==> src/rtl/call_time_pkg.sv <==
// rtl/call_time_pkg.sv - shared types and constants for the chime hour decoder
package call_time_pkg;

    typedef enum logic [1:0] {
        ARM  = 2'd0,
        IDLE = 2'd1,
        HIGH = 2'd2,
        LOW  = 2'd3
    } ct_dec_state_t;

    localparam int CT_MAX_HOUR = 23;
    localparam int CT_CNT_W    = 5;
    localparam int CT_BCD_W    = 8;

endpackage

==> src/rtl/call_time_decoder_if.sv <==
// rtl/call_time_decoder_if.sv - chime line in, decoded hour and strobes out
interface call_time_if;
    import call_time_pkg::*;

    logic                Light;
    logic [CT_BCD_W-1:0] Hour;
    logic                Valid;
    logic                Error;
    logic                Busy;

    modport master (output Light, input Hour, input Valid, input Error, input Busy);
    modport slave  (input Light, output Hour, output Valid, output Error, output Busy);

endinterface

==> src/rtl/bin5_to_bcd.sv <==
// rtl/bin5_to_bcd.sv - combinational 5-bit binary to packed two-digit BCD
module bin5_to_bcd
    import call_time_pkg::*;
(
    input  logic [CT_CNT_W-1:0] i_bin,
    output logic [CT_BCD_W-1:0] o_bcd
);

    logic [3:0] w_tens;
    logic [3:0] w_ones;

    always_comb begin
        w_tens = 4'd0;
        w_ones = 4'(i_bin);
        if (i_bin >= 5'd20) begin
            w_tens = 4'd2;
            w_ones = 4'(i_bin - 5'd20);
        end else if (i_bin >= 5'd10) begin
            w_tens = 4'd1;
            w_ones = 4'(i_bin - 5'd10);
        end
    end

    assign o_bcd = {w_tens, w_ones};

endmodule

==> src/rtl/call_time_decoder.sv <==
// rtl/call_time_decoder.sv - counts chime pulses, ends train on a low gap, reports BCD hour
module call_time_decoder
    import call_time_pkg::*;
#(
    parameter int GAP_CYCLES = 4,
    parameter int MAX_HOUR   = CT_MAX_HOUR
) (
    input  logic        CLK,
    input  logic        RST,
    call_time_if.slave  bus
);

    localparam logic [3:0]          GAP_LAST = 4'(GAP_CYCLES - 1);
    localparam logic [CT_CNT_W-1:0] MAX_N    = CT_CNT_W'(MAX_HOUR);

    ct_dec_state_t       r_state;
    logic [CT_CNT_W-1:0] r_cnt;
    logic [3:0]          r_gap;
    logic                r_light_d;
    logic [CT_BCD_W-1:0] r_hour;
    logic                r_valid;
    logic                r_error;
    logic                r_busy;

    logic                w_rise;
    logic [CT_BCD_W-1:0] w_bcd;

    assign w_rise = bus.Light & ~r_light_d;

    bin5_to_bcd u_bcd (
        .i_bin (r_cnt),
        .o_bcd (w_bcd)
    );

    always_ff @(posedge CLK or posedge RST) begin
        if (RST) begin
            r_state   <= ARM;
            r_cnt     <= '0;
            r_gap     <= '0;
            r_light_d <= 1'b0;
            r_hour    <= '0;
            r_valid   <= 1'b0;
            r_error   <= 1'b0;
            r_busy    <= 1'b0;
        end else begin
            r_light_d <= bus.Light;
            r_valid   <= 1'b0;
            r_error   <= 1'b0;
            case (r_state)
                // Holds off decoding until the line has been quiet long enough to be between trains
                ARM: begin
                    if (bus.Light) begin
                        r_gap <= '0;
                    end else if (r_gap == GAP_LAST) begin
                        r_gap   <= '0;
                        r_state <= IDLE;
                    end else begin
                        r_gap <= r_gap + 4'd1;
                    end
                end
                IDLE: begin
                    if (w_rise) begin
                        r_state <= HIGH;
                        r_cnt   <= CT_CNT_W'(1);
                        r_busy  <= 1'b1;
                    end
                end
                HIGH: begin
                    if (!bus.Light) begin
                        r_state <= LOW;
                        r_gap   <= 4'd1;
                    end
                end
                LOW: begin
                    if (w_rise) begin
                        r_state <= HIGH;
                        r_gap   <= '0;
                        r_cnt   <= (r_cnt == '1) ? r_cnt : r_cnt + 1'b1;
                    end else if (r_gap == GAP_LAST) begin
                        r_state <= IDLE;
                        r_busy  <= 1'b0;
                        r_cnt   <= '0;
                        r_gap   <= '0;
                        if (r_cnt <= MAX_N) begin
                            r_hour  <= w_bcd;
                            r_valid <= 1'b1;
                        end else begin
                            r_error <= 1'b1;
                        end
                    end else begin
                        r_gap <= r_gap + 4'd1;
                    end
                end
                default: r_state <= ARM;
            endcase
        end
    end

    assign bus.Hour  = r_hour;
    assign bus.Valid = r_valid;
    assign bus.Error = r_error;
    assign bus.Busy  = r_busy;

endmodule

==> src/flat_wrapper.sv <==
// flat-port wrapper written by rule: the top's interface ports become plain ports
module call_time_decoder_flat import call_time_pkg::*;
#(
    parameter int GAP_CYCLES = 4,
    parameter int MAX_HOUR   = CT_MAX_HOUR
)
  (CLK, RST, bus_Light, bus_Hour, bus_Valid, bus_Error, bus_Busy);
  call_time_if bus_i ();
  input  logic CLK;
  input  logic RST;
  input wire logic [$bits(bus_i.Light)-1:0] bus_Light;
  output wire logic [$bits(bus_i.Hour)-1:0] bus_Hour;
  output wire logic [$bits(bus_i.Valid)-1:0] bus_Valid;
  output wire logic [$bits(bus_i.Error)-1:0] bus_Error;
  output wire logic [$bits(bus_i.Busy)-1:0] bus_Busy;
  assign bus_i.Light = bus_Light;
  assign bus_Hour = bus_i.Hour;
  assign bus_Valid = bus_i.Valid;
  assign bus_Error = bus_i.Error;
  assign bus_Busy = bus_i.Busy;
  call_time_decoder #(.GAP_CYCLES(GAP_CYCLES), .MAX_HOUR(MAX_HOUR)) u_core (.CLK(CLK), .RST(RST), .bus(bus_i));
endmodule
==> config.mk <==
export PLATFORM = sky130hd
export DESIGN_NAME = call_time_decoder_flat
export DESIGN_NICKNAME = d
export VERILOG_FILES = /design/src/rtl/call_time_pkg.sv /design/src/rtl/call_time_decoder_if.sv /design/src/rtl/bin5_to_bcd.sv /design/src/rtl/call_time_decoder.sv /design/src/flat_wrapper.sv
export SDC_FILE = /design/constraint.sdc
export NUM_CORES = 1
export LEC_CHECK = 0
export CORE_MARGIN = 4
export CORE_UTILIZATION = 55
export CTS_CLUSTER_DIAMETER = 120
export CTS_CLUSTER_SIZE = 28
export DETAILED_ROUTE_END_ITERATION = 7
export PLACE_DENSITY = 0.78
export SLEW_MARGIN = 20
export SYNTH_ARGS = -nofsm -noshare
export SYNTH_HDL_FRONTEND = slang
export SYNTH_SLANG_ARGS = --single-unit
==> constraint.sdc <==
create_clock -name CLK -period 2.4 [get_ports CLK]
set_clock_uncertainty 0.1 [all_clocks]
set_input_delay 0.48 -clock CLK [delete_from_list [all_inputs] [get_ports CLK]]
set_output_delay 0.48 -clock CLK [all_outputs]
set_load 0.01 [all_outputs]
---- Yosys cells after proc, flatten, opt, wreduce, memory -nomap -nowiden ----
Index checks and enable logic that the tools add are counted.
word-level totals
  bits in latches ......................... 0
  register bits ........................... 23
  memories kept ........................... 0
  word-level logic and storage cells ...... 70
  bits in writable memories ............... 0
  memory bits (read-only) ................. 0
  input port bits ......................... 3
  output and inout bits ................... 11
operators by class
  reductions and logical operators ........ 8
  bitwise operators ....................... 3
  $mul .................................... 0
  add/sub/neg operators ................... 4
  eq/ne operators ......................... 12
  muxes and demuxes ....................... 32
  shift operators ......................... 0
  $lt $le $gt $ge ......................... 3
  div/mod/pow operators ................... 0
operator list
  kind                   count
  $mux W4                6
  $mux W5                4
  $mux W1                12
  $mux W2                6
  $pmux W4 S3            1
  $reduce_and A4 Y1      3
  $pmux W5 S2            1
  $pmux W2 S4            1
  $ne A2 B2 Y1 const B   3
  $add A5 B1 Y5 const B  1
  $eq A5 B5 Y1 const B   1
  $ge A5 B4 Y1 const B   1
  $ge A5 B5 Y1 const B   1
  $le A5 B5 Y1 const B   1
  $add A4 B1 Y4 const B  1
  $eq A2 B2 Y1 const B   2
  $eq A4 B2 Y1 const B   1
  $ne A2 B1 Y1 const B   2
  $sub A4 B3 Y4 const B  1
  $sub A4 B4 Y4 const B  1
  $ne A3 B1 Y1 const B   1
  $ne A3 B3 Y1 const B   1
  $reduce_and A3 Y1      1
  $reduce_bool A3 Y1     1
  7 further kinds        8

---- Longest topological paths before layout ----
Gate-level depths: netlist (run 1).
  depth in word-level cells ............... 5
  gate-level depth with buffers ........... 7

---- Cells and area by module ----
A second synthesis (run 1) with hierarchy kept.
second synthesis, totals
  cell total of the unflattened synthesis .. 134
  area, all modules ....................... 1396.3 um^2
by module, submodules not included
  module             area each (um^2)  times used  cells an instance  sequential area each (um^2)
  call_time_decoder  1197.4            1           110                575.6
  bin5_to_bcd        198.9             1           24                 0.0

---- Worst setup path before layout (run 1) ----
Ideal clock, no wire load.
  kind .................................... reg2reg
  start ................................... register u_core.r_cnt[3]
  end ..................................... register u_core.r_hour[3] (netlist: u_core.bus.Hour[3])
  cell stages (with the launch flop) ...... 7
  buffers on the path ..................... 1
  arrival time ............................ 1.687 ns
  setup time .............................. 0.125 ns
  path slack .............................. 0.488 ns
  required time ........................... 2.175 ns
  cells stage by stage .................... dfrtp_1 > inv_1 > ha_1 > a221oi_1 > or2_1 > buf_6 > mux2_4
between the ends
  longest elaborated chain between the ends .. 3
  elaborated cells on any way between the ends .. 8
  classes of those cells .................. 2 x add/sub; 3 x order compare; 2 x mux; 1 x reduce/logical
ends and longest elaborated chain
  item                                           line                                  source
  start: declaration                             call_time_decoder.sv:17               logic [CT_CNT_W-1:0] r_cnt;
  start signal: assignment                       call_time_decoder.sv:78               r_cnt <= (r_cnt == '1) ? r_cnt : r_cnt + 1'b1;
  $sub A4 B4 Y4 or $ge A5 B4 Y1 (tied branches)  bin5_to_bcd.sv:20, bin5_to_bcd.sv:18
  $mux W4                                        bin5_to_bcd.sv:18                     end else if (i_bin >= 5'd10) begin
  $mux W4                                        bin5_to_bcd.sv:15                     if (i_bin >= 5'd20) begin
  end signal: assignment                         call_time_decoder.sv:85               r_hour <= w_bcd;
  end: declaration                               call_time_decoder.sv:20               logic [CT_BCD_W-1:0] r_hour;
Several ways; a longest one is shown, not always the timed one.
A chain may end at the register's enable or synchronous reset.

---- Worst setup path in the final report (run 1) ----
  start ................................... register u_core.r_cnt[2]
  end ..................................... register u_core.r_cnt[0]
between the ends
  longest elaborated chain between the ends .. 3
ends and longest elaborated chain
  item                         line
  $eq A5 B5 Y1                 call_time_decoder.sv:78
  $ne A3 B3 Y1 (no line)       -
  $reduce_and A4 Y1 (no line)  -
Every way passes these cells.

==> implementation parameters, run 1 <==
Parameter                              Value

Critical path
  Path type of the worst setup path ... register to register
  Worst-path fanout max ... 10
  Arrival time of data at the critical path endpoint ... 2.12 ns
  Number of buffer and inverter stages on the critical path ... 0
  Required time reported for the critical path endpoint ... 2.51 ns
  Cell type group with the largest total delay on the critical path ... simple AND/OR/NAND/NOR gates
  Biggest cell delay along the critical path ... 0.51 ns
  Slowest library cell on the worst path ... dfrtp_1
  CP Capture Type ... register
  Cell chain of the critical path ... ha_1 > and2_1 > ha_1 > nand2_1 > nand3_1 > nand2_1 > mux2_2
  Nature of the critical path startpoint ... register

Clock network
  Max Root-Sink Buffers ... 2
  Post-CTS setup-driven buffer insertion count ... 0
  Number of buffers inserted during clock tree synthesis ... 3
  Number of hold buffers added after cts ... 0
  Clock tree from TritonCTS ... built
  Number of H-tree branching levels ... 1
  Post-CTS sizing ... 0
  Clock tree root driver cell ... clkbuf_4
  Clock slew at reported path FFs ... 0.12 ns
  Num Clock Sinks ... 21
  Clock latency reported for the late side of the worst-skew pair ... 0.31 ns

Die
  IO Pins ... 14
  CORE AREA ... 2230 µm²
  Effective utilization at floorplan ... 58.5%
  Number of placement rows ... 17
  DIE HEIGHT ... 56.7 µm
  Total die area ... 3220 µm²
  Overall die width ... 56.7 µm

Cells and area
  Proportion of layout cells with a drive suffix above 1 ... 12.1%
  Final net count ... 163
  Highest-count cells in the layout ignoring fill and taps ... 21 x dfrtp_1, 15 x nand2_1, 12 x o21ai_0
  Number of fill cells in the layout ... 183
  Most common cell after layout, fill and taps aside ... dfrtp_1
  Diodes inserted ... 0
  Utilization of the core after routing ... 66.7%
  Syn-to-layout area delta ... 14.0%

Routing
  Count of routing violations after the opening detailed-route iteration ... 28
  Drt wl/cell ... 14.5 µm
  Total Wirelength ... 2570 µm
  Length of the first detailed-routing pass in iterations ... 4
  Count of nets left with antenna violations after detail routing ... 0
  Drt via density ... 5.95
  Vias after detailed routing ... 1053
  DRC violations left ... 0

Synthesis
  Syn Area/Cell ... 9.82 µm²
  Synth warn ... 0
  Number of library cell types mapped by synthesis ... 43
  Ranking of synthesized cells by area ... dfrtp_1 40%, ha_1 9.6%, o21ai_0 4.6%
  Proportion of register bits with asynchronous set or reset after synthesis ... 100%
  Synth Register Bits ... 21
  Number of flops mapped to enable cells by yosys ... 0
  Proportion of synthesized chip area in sequential cells ... 40.2%
  Share of the synthesized area in the top cell type ... 40.2%
  Combined area of all synthesized cells ... 1310 µm²
  Syn Inst Count ... 133
  Post-synth top area cell ... dfrtp_1
  Ys flop type ... dfrtp_1

Timing
  Total of endpoints with negative setup slack in the final report ... 0
  Share of the clock period used by the worst path after layout ... 83.5%
  Unrepaired setup endpoints after global routing ... no
  Count of endpoints failing hold in the final timing report ... 0
  Setup TNS after final layout ... 0 ns
  Final critical-path required period ... 2.00 ns
  Achievable Freq ... 499 MHz
  Fin. max-slew vios ... 0

GRT
  Total global-route track usage ... 16.9%
  Wire length of the first global-routing pass ... 4220 µm
  Number of antenna violations at the first check in global routing ... 0
  Number of global-route vias before repair ... 946
  GR Overflow Total ... 0
  Largest net degree at the start of global routing ... 22

Job
  Max-cap viol count ... 0

Power and ir drop
  Max rail drop VDD ... 0.000766 V
  Power per unit of standard cell area ... 873 nW/µm²
  Design Power ... 1.30 mW
  Leakage power total ... 0.671 nW

Placement
  I/O Buffers ... 11
  Final estimated routing congestion in global placement ... 0.807
  HPWL after detailed placement ... 1920 µm

Run status
  Status ... completed

Min path
  Hold Crit Class ... primary input to async pin
## worst min-delay path: stages
cell             delay, ns
clkdlybuf4s50_1       0.40
inv_1                 0.05
buf_4                 0.27
## per-layer routing
layer  GRT usage [%]  part of all wire, %  vias up  wire (µm)
li1                -                    -      505          -
met5               0                    0        -          0
met4            9.60                  2.8        0         71
met1            19.4                   42      523       1070
met3            3.22                  3.1        7         79
met2            29.0                   52       18       1350
## kinds of logic (layout without fill, tap and decap cells)
logic type	count (synthesis)	in the layout	share of synthesized area (%)
xor+xnor	2	2	1.34
mux	7	7	6.32
buf+inv	13	28	4.88
flops	21	21	40.2
other cells	1	2	0.287
fa+ha+maj	10	10	9.58
simple gates	46	46	20.7
compound gates	33	33	16.7
## flip-flops by register name, indices dropped and copies added, names as in the netlist
name              cells
u_core.bus.Hour       6
u_core.r_cnt          5
u_core.r_gap          4
u_core.r_state        2
u_core.bus.Busy       1
u_core.bus.Error      1
u_core.bus.Valid      1
u_core.r_light_d      1
## cell type report
cell class                 instances  area (µm²)  share of cell area [%]
tap                               28        35.0                    2.35
clock buffer                       3        22.5                    1.51
clock inverter                     1        7.51                   0.504
multi-input combinational        100         721                    48.4
inverter                           8        30.0                    2.02
timing repair buffer              16         148                    9.92
sequential                        21         526                    35.3
## report_power, final
part	switching [mW]	internal, mW
Clock	0.116	0.0637
Sequential	0.138	0.448
Combinational	0.258	0.277
Total	0.512	0.788
## path summary, 6_finish.rpt
| kind | from | to | slack, ns | cells after the start |
|---|---|---|---|---|
| worst max-delay path | u_core.r_cnt[2] | u_core.r_cnt[0] | 0.40 | 7 |
| worst min-delay path | RST | u_core.bus.Valid | 0.38 | 3 |
| worst max register to register | u_core.r_cnt[2] | u_core.r_cnt[0] | 0.40 | 7 |
| worst min register to register | u_core.bus.Hour[4] | u_core.bus.Hour[4] | 0.42 | 2 |
| max in group asynchronous | RST | u_core.r_state[0] | 1.60 | 3 |
| min in group CLK | u_core.bus.Hour[4] | u_core.bus.Hour[4] | 0.42 | 2 |
## per-stage QoR
stage                     area, µm²  hold WS, ns  setup slack (ns)  std cells
after CTS                      1490        0.384             0.405        177
after detailed placement       1460        0.400             0.148        173
after global routing           1490        0.392             0.261        177
after floorplan                1310        0.357             0.488        134
after global placement         1460        0.394             0.197        173
final                          1490        0.382             0.396        177
## cell usage after synthesis, types with 2 or more instances
library cell	instances
a21oi_1	4
a22o_1	2
a31oi_1	2
and2_1	2
and3_1	2
buf_4	2
clkbuf_1	2
dfrtp_1	21
ha_1	10
inv_1	8
mux2_2	2
mux2_4	2
mux2i_1	3
nand2_1	15
nand2b_1	3
nand3_1	4
nor2_1	3
nor2b_1	4
nor3_1	3
o21ai_0	12
o311ai_0	2
o31ai_1	3
xor2_1	2
Power figures use the tool's default switching activity.
==> inputs of run 2 (changes only) <==
- clock period: 2.4 -> 1.9 ns (I/O delays scaled with it)
==> run 2 against run 1 <==
  * The run now ends with setup timing left
  * Critical path depth shrank 1
  * Sequential cell count is the same
  * Total power grew 47%
  * Via count grew 8.5%
  * Clock-buffer cell count grew 1
  * Design area grew 14%
==> implementation parameters, run 2 (synthesis results as in run 1) <==
Parameter                              Value

Die
  Total die area ... 3220 µm² (unchanged)
  Effective utilization at floorplan ... 58.5% (unchanged)
  CORE AREA ... 2230 µm² (unchanged)
  DIE HEIGHT ... 56.7 µm (unchanged)
  IO Pins ... 14 (unchanged)
  Overall die width ... 56.7 µm (unchanged)
  Number of placement rows ... 17 (unchanged)

Power and ir drop
  Max rail drop VDD ... 0.000825 V (+7.8%)
  Share of total power in sequential cells ... 35.3% (-9.8 points)
  Sw Ratio ... 38.2% (-1.2 points)
  Proportion of power drawn by combinational gates ... 53.5% (+12 points)
  Leakage power total ... 0.771 nW (+15%)
  Switching power total ... 0.731 mW (+43%)
  Total internal power ... 1.18 mW (+50%)
  Power per unit of standard cell area ... 1130 nW/µm² (+30%)
  Share of total power in the clock network ... 11.2% (-2.6 points)

Clock network
  Clock tree from TritonCTS ... built
  Number of buffers inserted during clock tree synthesis ... 3 (unchanged)
  Num Clock Sinks ... 21 (unchanged)
  Number of H-tree branching levels ... 1 (unchanged)
  Clock tree root driver cell ... clkbuf_4
  Clock slew at reported path FFs ... 0.11 ns (about the same)
  Max Root-Sink Buffers ... 2 (unchanged)
  Clock latency reported for the late side of the worst-skew pair ... 0.30 ns (about the same)
  Number of hold buffers added after cts ... 0 (unchanged)

Placement
  HPWL after detailed placement ... 2140 µm (+12%)
  I/O Buffers ... 11 (unchanged)
  Post-placement setup slack ... -0.131 ns (-0.279 ns)
  Final estimated routing congestion in global placement ... 0.820 (+1.7%)
  Placed cell areas ... 1560 µm² (+6.6%)

Timing
  Unrepaired setup endpoints after global routing ... yes
  Fin. max-slew vios ... 0 (unchanged)
  Share of the clock period used by the worst path after layout ... 101% (+18 points)
  Count of endpoints failing hold in the final timing report ... 0 (unchanged)
  Min setup slack post-route ... -0.0253 ns (-0.421 ns)
  Achievable Freq ... 519 MHz (+4.1%)
  Final critical-path required period ... 1.93 ns (-0.0787 ns)
  Total of endpoints with negative setup slack in the final report ... 1 (+1)
  Final Hold Slack ... 0.293 ns (-0.0890 ns)

Critical path
  Number of buffer and inverter stages on the critical path ... 1 (+1)
  Path type of the worst setup path ... register to register
  Biggest cell delay along the critical path ... 0.47 ns (-0.04 ns)
  Cell type group with the largest total delay on the critical path ... simple AND/OR/NAND/NOR gates
  Worst setup path startpoint ... u_core.r_cnt[2]
  CP Capture Type ... register
  Cell chain of the critical path ... buf_6 > ha_4 > nor2b_4 > o31a_1 > nor3_1 > o31ai_2
  Worst-path fanout max ... 6 (-4)
  Required time reported for the critical path endpoint ... 1.98 ns (-0.53 ns)
  Origin of the critical flop-to-flop path ... u_core.r_cnt[2]
  Slowest library cell on the worst path ... dfrtp_2
  Arrival time of data at the critical path endpoint ... 2.00 ns (-0.12 ns)
  Register-to-register setup slack ... -0.03 ns (-0.42 ns)
  Nature of the critical path startpoint ... register

Routing
  Detailed-route wire length on metal 1 ... 1260 µm (+18%)
  Count of routing violations after the opening detailed-route iteration ... 16 (-43%)
  DRC violations left ... 0 (unchanged)
  Top routing layer in use ... met4
  Count of nets left with antenna violations after detail routing ... 0 (unchanged)
  Met3 wire length ... 92 µm (+16%)
  Vias after detailed routing ... 1143 (+8.5%)
  Drt wl/cell ... 16.4 µm (+13%)
  Drt via density ... 5.83 (-2.0%)
  Routed met2 length ... 1740 µm (+29%)
  Length of the first detailed-routing pass in iterations ... 4 (unchanged)
  Total Wirelength ... 3220 µm (+25%)

Cells and area
  Number of flip-flops in the largest register ... 6 (unchanged)
  Area occupied by multi-input gates ... 777 µm² (+7.8%)
  Diodes inserted ... 0 (unchanged)
  Most common cell after layout, fill and taps aside ... buf_4
  Final net count ... 182 (+12%)
  Number of fill cells in the layout ... 152 (-17%)
  Register Area ... 529 µm² (+0.71%)
  Post-route design area ... 1690 µm² (+14%)
  Proportion of layout cells with a drive suffix above 1 ... 28.6% (+16 points)
  Syn-to-layout area delta ... 29.5%
  Highest-count cells in the layout ignoring fill and taps ... 23 x buf_4, 18 x dfrtp_1, 15 x nand2_1

GRT
  Wire length of the first global-routing pass ... 4600 µm (+9.0%)
  Number of global-route vias before repair ... 1080 (+14%)
  Total global-route track usage ... 18.0% (+1.1 points)
  Largest net degree at the start of global routing ... 22 (unchanged)
  GR Overflow Total ... 0 (unchanged)
  Number of antenna violations at the first check in global routing ... 0 (unchanged)

Job
  Max-cap viol count ... 0 (unchanged)

Run status
  Status ... finished with violations
  Violated checks ... setup timing

Min path
  Hold Crit Class ... primary input to async pin
==> run 2: changes by cell type in the layout (fill, tap and decap cells not counted), sizes merged <==
| cell | previous run | this run |
|---|---|---|
| buf | 5 | 24 |
| clkbuf | 3 | 4 |
| clkinvlp | 1 | 0 |
==> run 2: worst register-to-register path: stages (launching register included) <==
cell and delay [ns]:
dfrtp_2 0.47, buf_6 0.14, ha_4 0.15, nor2b_4 0.13, o31a_1 0.33, nor3_1 0.37
o31ai_2 0.12
==> run 2: power groups by stage <==
stage / clock (mW) / sequential [mW] / combinational [mW]
floorplan: 0 / 0.701 / 0.495
global placement: 0 / 0.661 / 0.844
detailed placement: 0 / 0.670 / 0.881
CTS: 0.222 / 0.663 / 0.898
global route: 0.244 / 0.686 / 1.12
finish: 0.215 / 0.676 / 1.02
==> run 2: area by class of cell <==
class / count / share of cell area, %
Clock buffer: 4 / 1.55
Inverter: 8 / 1.78
Multi-Input combinational cell: 100 / 45.9
Sequential cell: 21 / 31.3
Tap cell: 28 / 2.07
Timing Repair Buffer: 35 / 17.4
==> run 2: repair_timing <==
action,4_1_cts,5_1_grt
pin swaps,0,3
cloned,0,0
gates resized for setup,5,13
buffers inserted,0,7
endpoints found under the setup margin,5,9
==> run 2: worst paths after layout <==
path | end | depth (start not counted)
min in group CLK | u_core.bus.Hour[2] | 2
max reg2reg | u_core.bus.Hour[1] | 6
min reg2reg | u_core.bus.Hour[2] | 2
max in group asynchronous | u_core.r_cnt[2] | 3
min | u_core.bus.Hour[0] | 3
max | u_core.bus.Hour[1] | 6
==> run 2: stage by stage <==
stage          power (mW)  utilization (%)  TNS, ns  instances
2_1_floorplan        1.20                -        0        134
3_3_place_gp         1.50             69.6   -0.425        185
3_5_place_dp         1.55             69.6   -0.916        185
4_1_cts              1.78             71.3        0        189
5_1_grt              2.05             75.7   -0.204        196
6_report             1.92             75.7  -0.0253        196
==> run 2: routing by layer <==
layer | GRT usage (%) | up-vias
met1 | 18.3 | 557
met2 | 34.2 | 31
met4 | 9.93 | 0
met3 | 2.76 | 15
met5 | 0 | -
li1 | - | 540
